`src/rtl/cv32e40x_pkg.sv`:
```
// rtl/cv32e40x_pkg.sv - shared branch predictor types and constants
package cv32e40x_pkg;

    localparam int unsigned BP_ENTRIES   = 16;
    localparam int unsigned BP_TAG_WIDTH = 8;
    localparam int unsigned BP_CNT_WIDTH = 2;
    localparam int unsigned BP_IDX_W     = $clog2(BP_ENTRIES);

    typedef struct packed {
        logic                    valid;
        logic [BP_TAG_WIDTH-1:0] tag;
        logic [31:1]             target;
        logic [BP_CNT_WIDTH-1:0] cnt;
    } bp_entry_t;

    typedef struct packed {
        logic        valid;
        logic [31:0] pc;
        logic        taken;
        logic [31:0] target;
    } bp_upd_t;

    // Weakly-taken value: only the counter MSB set.
    function automatic logic [3:0] bp_cnt_weak_taken(input int unsigned cnt_width);
        return 4'(1) << (cnt_width - 1);
    endfunction

    localparam logic [BP_CNT_WIDTH-1:0] BP_CNT_WEAK_TAKEN =
        BP_CNT_WIDTH'(bp_cnt_weak_taken(BP_CNT_WIDTH));

endpackage

```
`src/rtl/cv32e40x_bp_counter.sv`:
```
// rtl/cv32e40x_bp_counter.sv - saturating up/down direction counter update
module cv32e40x_bp_counter #(
    parameter int unsigned CNT_WIDTH = 2
) (
    input  logic [CNT_WIDTH-1:0] cnt_i,
    input  logic                 up_i,
    output logic [CNT_WIDTH-1:0] cnt_o
);

    localparam logic [CNT_WIDTH-1:0] CNT_MAX = '1;

    always_comb begin
        cnt_o = cnt_i;
        if (up_i) begin
            if (cnt_i != CNT_MAX) cnt_o = cnt_i + CNT_WIDTH'(1);
        end else begin
            if (cnt_i != '0) cnt_o = cnt_i - CNT_WIDTH'(1);
        end
    end

endmodule

```
`src/rtl/cv32e40x_branch_predictor.sv`:
```
// rtl/cv32e40x_branch_predictor.sv - direct-mapped BTB with counters; perf counters under CV32E40X_BP_PERF_EN
module cv32e40x_branch_predictor
    import cv32e40x_pkg::*;
#(
    parameter int unsigned ENTRIES   = 16,
    parameter int unsigned TAG_WIDTH = 8,
    parameter int unsigned CNT_WIDTH = 2
) (
    input  logic        clk,
    input  logic        rst,
    input  logic [31:0] pc_if_i,
    output logic        hit_o,
    output logic        taken_o,
    output logic [31:0] target_o,
    input  logic        upd_valid_i,
    input  logic [31:0] upd_pc_i,
    input  logic        upd_taken_i,
    input  logic [31:0] upd_target_i,
    input  logic        upd_mispredict_i,
    input  logic        flush_i,
    output logic [31:0] perf_lookups_o,
    output logic [31:0] perf_hits_o,
    output logic [31:0] perf_mispred_o
);

    localparam int unsigned IDX_W = $clog2(ENTRIES);
    localparam logic [CNT_WIDTH-1:0] CNT_WEAK = CNT_WIDTH'(bp_cnt_weak_taken(CNT_WIDTH));

    typedef struct packed {
        logic                 valid;
        logic [TAG_WIDTH-1:0] tag;
        logic [31:1]          target;
        logic [CNT_WIDTH-1:0] cnt;
    } entry_t;

    entry_t  tbl_q [ENTRIES];
    bp_upd_t pend_q, pend_d;

    logic [IDX_W-1:0]     lk_idx, wr_idx;
    logic [TAG_WIDTH-1:0] lk_tag, wr_tag;
    entry_t               lk_e, wr_e;
    logic                 wr_hit;
    logic [CNT_WIDTH-1:0] cnt_nxt;

    assign lk_idx = pc_if_i[IDX_W:1];
    assign lk_tag = pc_if_i[IDX_W+TAG_WIDTH:IDX_W+1];
    assign lk_e   = tbl_q[lk_idx];

    assign hit_o    = lk_e.valid && (lk_e.tag == lk_tag);
    assign taken_o  = hit_o && lk_e.cnt[CNT_WIDTH-1];
    assign target_o = hit_o ? {lk_e.target, 1'b0} : 32'h0;

    assign wr_idx = pend_q.pc[IDX_W:1];
    assign wr_tag = pend_q.pc[IDX_W+TAG_WIDTH:IDX_W+1];
    assign wr_e   = tbl_q[wr_idx];
    assign wr_hit = wr_e.valid && (wr_e.tag == wr_tag);

    cv32e40x_bp_counter #(
        .CNT_WIDTH (CNT_WIDTH)
    ) u_counter (
        .cnt_i (wr_e.cnt),
        .up_i  (pend_q.taken),
        .cnt_o (cnt_nxt)
    );

    always_comb begin
        pend_d = '0;
        if (upd_valid_i && !flush_i) begin
            pend_d.valid  = 1'b1;
            pend_d.pc     = upd_pc_i;
            pend_d.taken  = upd_taken_i;
            pend_d.target = upd_target_i;
        end
    end

    // Flush takes priority over the pending write; a capture is suppressed via pend_d.
    always_ff @(posedge clk or posedge rst) begin
        if (rst) begin
            for (int i = 0; i < int'(ENTRIES); i++) tbl_q[i] <= '0;
            pend_q <= '0;
        end else begin
            pend_q <= pend_d;
            if (flush_i) begin
                for (int i = 0; i < int'(ENTRIES); i++) tbl_q[i].valid <= 1'b0;
            end else if (pend_q.valid) begin
                if (wr_hit) begin
                    tbl_q[wr_idx].cnt <= cnt_nxt;
                    if (pend_q.taken) tbl_q[wr_idx].target <= pend_q.target[31:1];
                end else if (pend_q.taken) begin
                    tbl_q[wr_idx].valid  <= 1'b1;
                    tbl_q[wr_idx].tag    <= wr_tag;
                    tbl_q[wr_idx].target <= pend_q.target[31:1];
                    tbl_q[wr_idx].cnt    <= CNT_WEAK;
                end
            end
        end
    end

`ifdef CV32E40X_BP_PERF_EN
    logic [31:0] perf_lookups_q, perf_hits_q, perf_mispred_q;

    always_ff @(posedge clk or posedge rst) begin
        if (rst) begin
            perf_lookups_q <= '0;
            perf_hits_q    <= '0;
            perf_mispred_q <= '0;
        end else begin
            perf_lookups_q <= perf_lookups_q + 32'd1;
            if (hit_o) perf_hits_q <= perf_hits_q + 32'd1;
            if (upd_valid_i && upd_mispredict_i) perf_mispred_q <= perf_mispred_q + 32'd1;
        end
    end

    assign perf_lookups_o = perf_lookups_q;
    assign perf_hits_o    = perf_hits_q;
    assign perf_mispred_o = perf_mispred_q;

    logic unused_bits;
    assign unused_bits = ^{pc_if_i, pend_q};
`else
    assign perf_lookups_o = 32'h0;
    assign perf_hits_o    = 32'h0;
    assign perf_mispred_o = 32'h0;

    logic unused_bits;
    assign unused_bits = ^{pc_if_i, pend_q, upd_mispredict_i};
`endif

endmodule

```
`config.mk`:
```
export PLATFORM = sky130hd
export DESIGN_NAME = cv32e40x_branch_predictor
export DESIGN_NICKNAME = d
export VERILOG_FILES = /design/src/rtl/cv32e40x_pkg.sv /design/src/rtl/cv32e40x_bp_counter.sv /design/src/rtl/cv32e40x_branch_predictor.sv
export SDC_FILE = /design/constraint.sdc
export NUM_CORES = 1
export LEC_CHECK = 0
export CAP_MARGIN = 20
export CORE_MARGIN = 1
export CORE_UTILIZATION = 28
export DETAILED_ROUTE_END_ITERATION = 6
export GPL_ROUTABILITY_DRIVEN = 0
export GPL_TIMING_DRIVEN = 0
export PLACE_DENSITY = 0.48
export SYNTH_ARGS = -nofsm -noshare
export SYNTH_HDL_FRONTEND = slang
export SYNTH_HIERARCHICAL = 1
export SYNTH_SLANG_ARGS = --single-unit
```
`constraint.sdc`:
```
create_clock -name clk -period 31.8 [get_ports clk]
set_input_delay 9.54 -clock clk [delete_from_list [all_inputs] [get_ports clk]]
set_output_delay 9.54 -clock clk [all_outputs]
set_load 0.02 [all_outputs]
```
==> flow_summary.toml <==
[status]
status = "completed"

[detailed_routing]
drc = 0
firstDrtPassIters = 5
viasPerCell = 4.82
drt_iter0_markers = 1352
final_antenna_net_count = 0
drt-wirelength-per-cell_um = 23.9
wl_um = 107000
num_vias = 21600

[power_and_ir_drop]
power.share.clock = 0.490
p_seq_frac = 0.446
swShare = 0.237
p_per_area_nw_per_um2 = 50.3
switching_power_w = 0.000494
intPower_w = 0.00159
pwr-share-comb = 0.064
p_leak_nw = 19.6
peakVddDrop_mv = 0.0431

[layout]
diodes = 0
final_area_um2 = 41400
postLayoutCoreUtil = 0.338
num-nets-final = 2884
drive_gt1_frac = 0.375
syn2layout_area_growth_pct = 19.0
final_cells = 4476

[critical_path]
critPathKind = "input port to output pin"
worstSetupEndpointType = "output pin"
cp_cell_sequence = "clkbuf_1, buf_1, buf_8, clkbuf_1, mux2i_1, mux2i_1, xor2_1, nor4_1, o2111ai_1, buf_4, clkbuf_1, nor2b_1, clkdlybuf4s50_1"
cp_common_cell = "clkbuf_1"
critPathMaxStageDelay_ns = 0.83
worstPathRequired_ns = 22.26
cp_max_fo = 10
slowest_stage = "clkbuf_1"
cp.arrival_ns = 15.28
start_kind = "input port"

[floorplanning]
core_um2 = 123000
die_x_um = 354
rows = 128
initial_core_util = 0.284
die-area_um2 = 126000
pin_count = 232
die_y_um = 354

[sta]
rsz0062_at_grt = "false"
worst_pin_slew_ns = 1.23
slew_headroom = 0.181
finalSetupViolations = 0
hold_ws_ns = 0.469
fin_skew_ns = 0.0307
period_needed_ns = 24.82
drv_slew = 0
post-route-period-util = 0.781
fmax_ghz = 0.0403
hold_viol_final = 0

[synth]
yosysTopAreaCellShare = 0.516
synth_area_leader_cell = "dfrtp_1"
syn_avg_cell_area_um2 = 14.0
synth.distinct_cells = 48
synth.area.top_cells = "dfrtp_1, mux4_2, mux2_2, nand2_1, buf_4"
synth_common_cells = "dfrtp_1, mux2_2, nand2_1"
synth_seq_area_share = 0.516
ys_warn_count = 6
synth_edf_count = 0
netlist_area_um2 = 34800
synth_ff_type = "dfrtp_1"
ys_async_sr_fraction = 1.00
synth_most_common_cell = "dfrtp_1"
postSynthRegisterBits = 717
syn_inst = 2490

[global_route]
grt_max_degree = 122
grt_overflow = 0
grt_usage = 0.172
antenna_found_initial = 2
grt_pass1_wl_um = 159000
grt_pass1_vias = 22500

[clock_tree]
cts_num_sinks = 717
cts-root-buf = "clkbuf_16"
path_clk_slew_ns = 0.06
cts_setup_buffers = 0
cts_buffer_depth = 3
cts.repair.resized = 0
htree_num_levels = 3
tritoncts = "yes"
clk_latency_ns = 0.65
cts_hold_buf = 0
numCtsBuffers = 83

[place]
port_buffers = 87
placed_area_um2 = 38400
place_hpwl_um = 69600
place_inst = 4320

[hold_path]
min_path_type = "register to register"

[run]
max_cap_viol_count = 0
## power groups by stage
stage | Clock [W] | Sequential (W) | Combinational [W]
final | 0.00102 | 0.000929 | 0.000133
after global routing | 0.00108 | 0.000930 | 0.000143
after CTS | 0.00105 | 0.000929 | 0.000135
after detailed placement | 0 | 0.000946 | 0.000135
after global placement | 0 | 0.000948 | 0.000129
after floorplan | 0 | 0.000943 | 0.0000887
## state kept, by name, summed over array words and instances (netlist names)
register  flops
tbl_q       672
pend_q       45
## cells in the final DEF, fill, tap and decap left out, types with 12 or more instances in the layout
| cell type | synthesis | routed |
|---|---|---|
| nand2b_1 | 17 | 17 |
| nor2b_1 | 36 | 35 |
| inv_1 | 20 | 19 |
| clkbuf_8 | 0 | 25 |
| buf_4 | 105 | 108 |
| xor2_1 | 13 | 13 |
| clkbuf_1 | 141 | 160 |
| nor2_1 | 16 | 16 |
| clkinv_2 | 0 | 12 |
| clkdlybuf4s50_1 | 0 | 87 |
| nor4_1 | 12 | 12 |
| mux2_2 | 454 | 454 |
| dfrtp_1 | 717 | 717 |
| and2_1 | 51 | 51 |
| mux2i_1 | 22 | 22 |
| o22ai_1 | 17 | 17 |
| buf_8 | 0 | 12 |
| mux2_4 | 46 | 46 |
| clkbuf_16 | 0 | 87 |
| a31oi_1 | 12 | 12 |
| a21oi_4 | 13 | 13 |
| buf_2 | 26 | 28 |
| nand2_1 | 419 | 419 |
| mux4_2 | 244 | 244 |
| a21oi_1 | 25 | 25 |
| conb_1 | 1 | 97 |
## stage by stage
stage                     setup TNS, ns  worst slack [ns]  total power [W]
final                                 0              6.98          0.00208
after global routing                  0              6.65          0.00216
after CTS                             0              6.46          0.00211
after detailed placement              0              6.48          0.00108
after global placement         -5851.34             -8.24          0.00108
after floorplan                       0              2.15          0.00103
## kinds of logic (layout without fill, tap and decap cells)
kind of cell               Yosys count  count (layout)  synth area share
and+or+nand+nor                    573             573            0.0727
DFF                                717             717             0.516
xor gates and xnor gates            15              15           0.00378
adders and majority gates            2               2          0.000647
other                                1              97          0.000108
muxes                              773             773             0.336
AOI/OAI and AO/OA                  100             100            0.0226
buffers and inverters              309             574            0.0480
## path summary, 6_finish.rpt
check | slack, ns | from | end | cells after the start
max | 6.98 | pc_if_i[3] | target_o[30] | 13
min | 0.47 | tbl_q[182]$_DFFE_PP0P_ | tbl_q[182]$_DFFE_PP0P_ | 2
max reg2reg | 27.17 | pend_q[34]$_DFF_PP0_ | tbl_q[378]$_DFFE_PP0P_ | 11
min reg2reg | 0.47 | tbl_q[182]$_DFFE_PP0P_ | tbl_q[182]$_DFFE_PP0P_ | 2
max in group asynchronous | 20.57 | rst | tbl_q[141]$_DFFE_PP0P_ | 5
min in group asynchronous | 9.35 | rst | tbl_q[411]$_DFFE_PP0P_ | 2
## worst max-delay path: cells and delay by family
kind | cells | cell delay [ns]
buffers and inverters | 7 | 3.18
AND/OR/NAND/NOR | 2 | 1.42
multiplexers | 2 | 0.59
XOR/XNOR | 1 | 0.11
AO/OA/AOI/OAI | 1 | 0.42
## per-layer routing
metal  up-vias  track usage  share of wire
met5         -            0        0.00012
met4         2       0.0458          0.023
met3       131       0.0296          0.052
met2       621        0.276           0.47
met1     11500        0.238           0.45
li1       9347            -              -
## final cells by class
class	count	area [um2]
sequential	717	17900
inverter	20	82.6
tap	1625	2030
clock buffer	131	2590
buffer	289	1600
clock inverter	23	327
fill	12100	81100
multi-input combinational	1560	15500
timing repair buffer	111	1280
No activity file was read; power rests on OpenSTA's default activity.
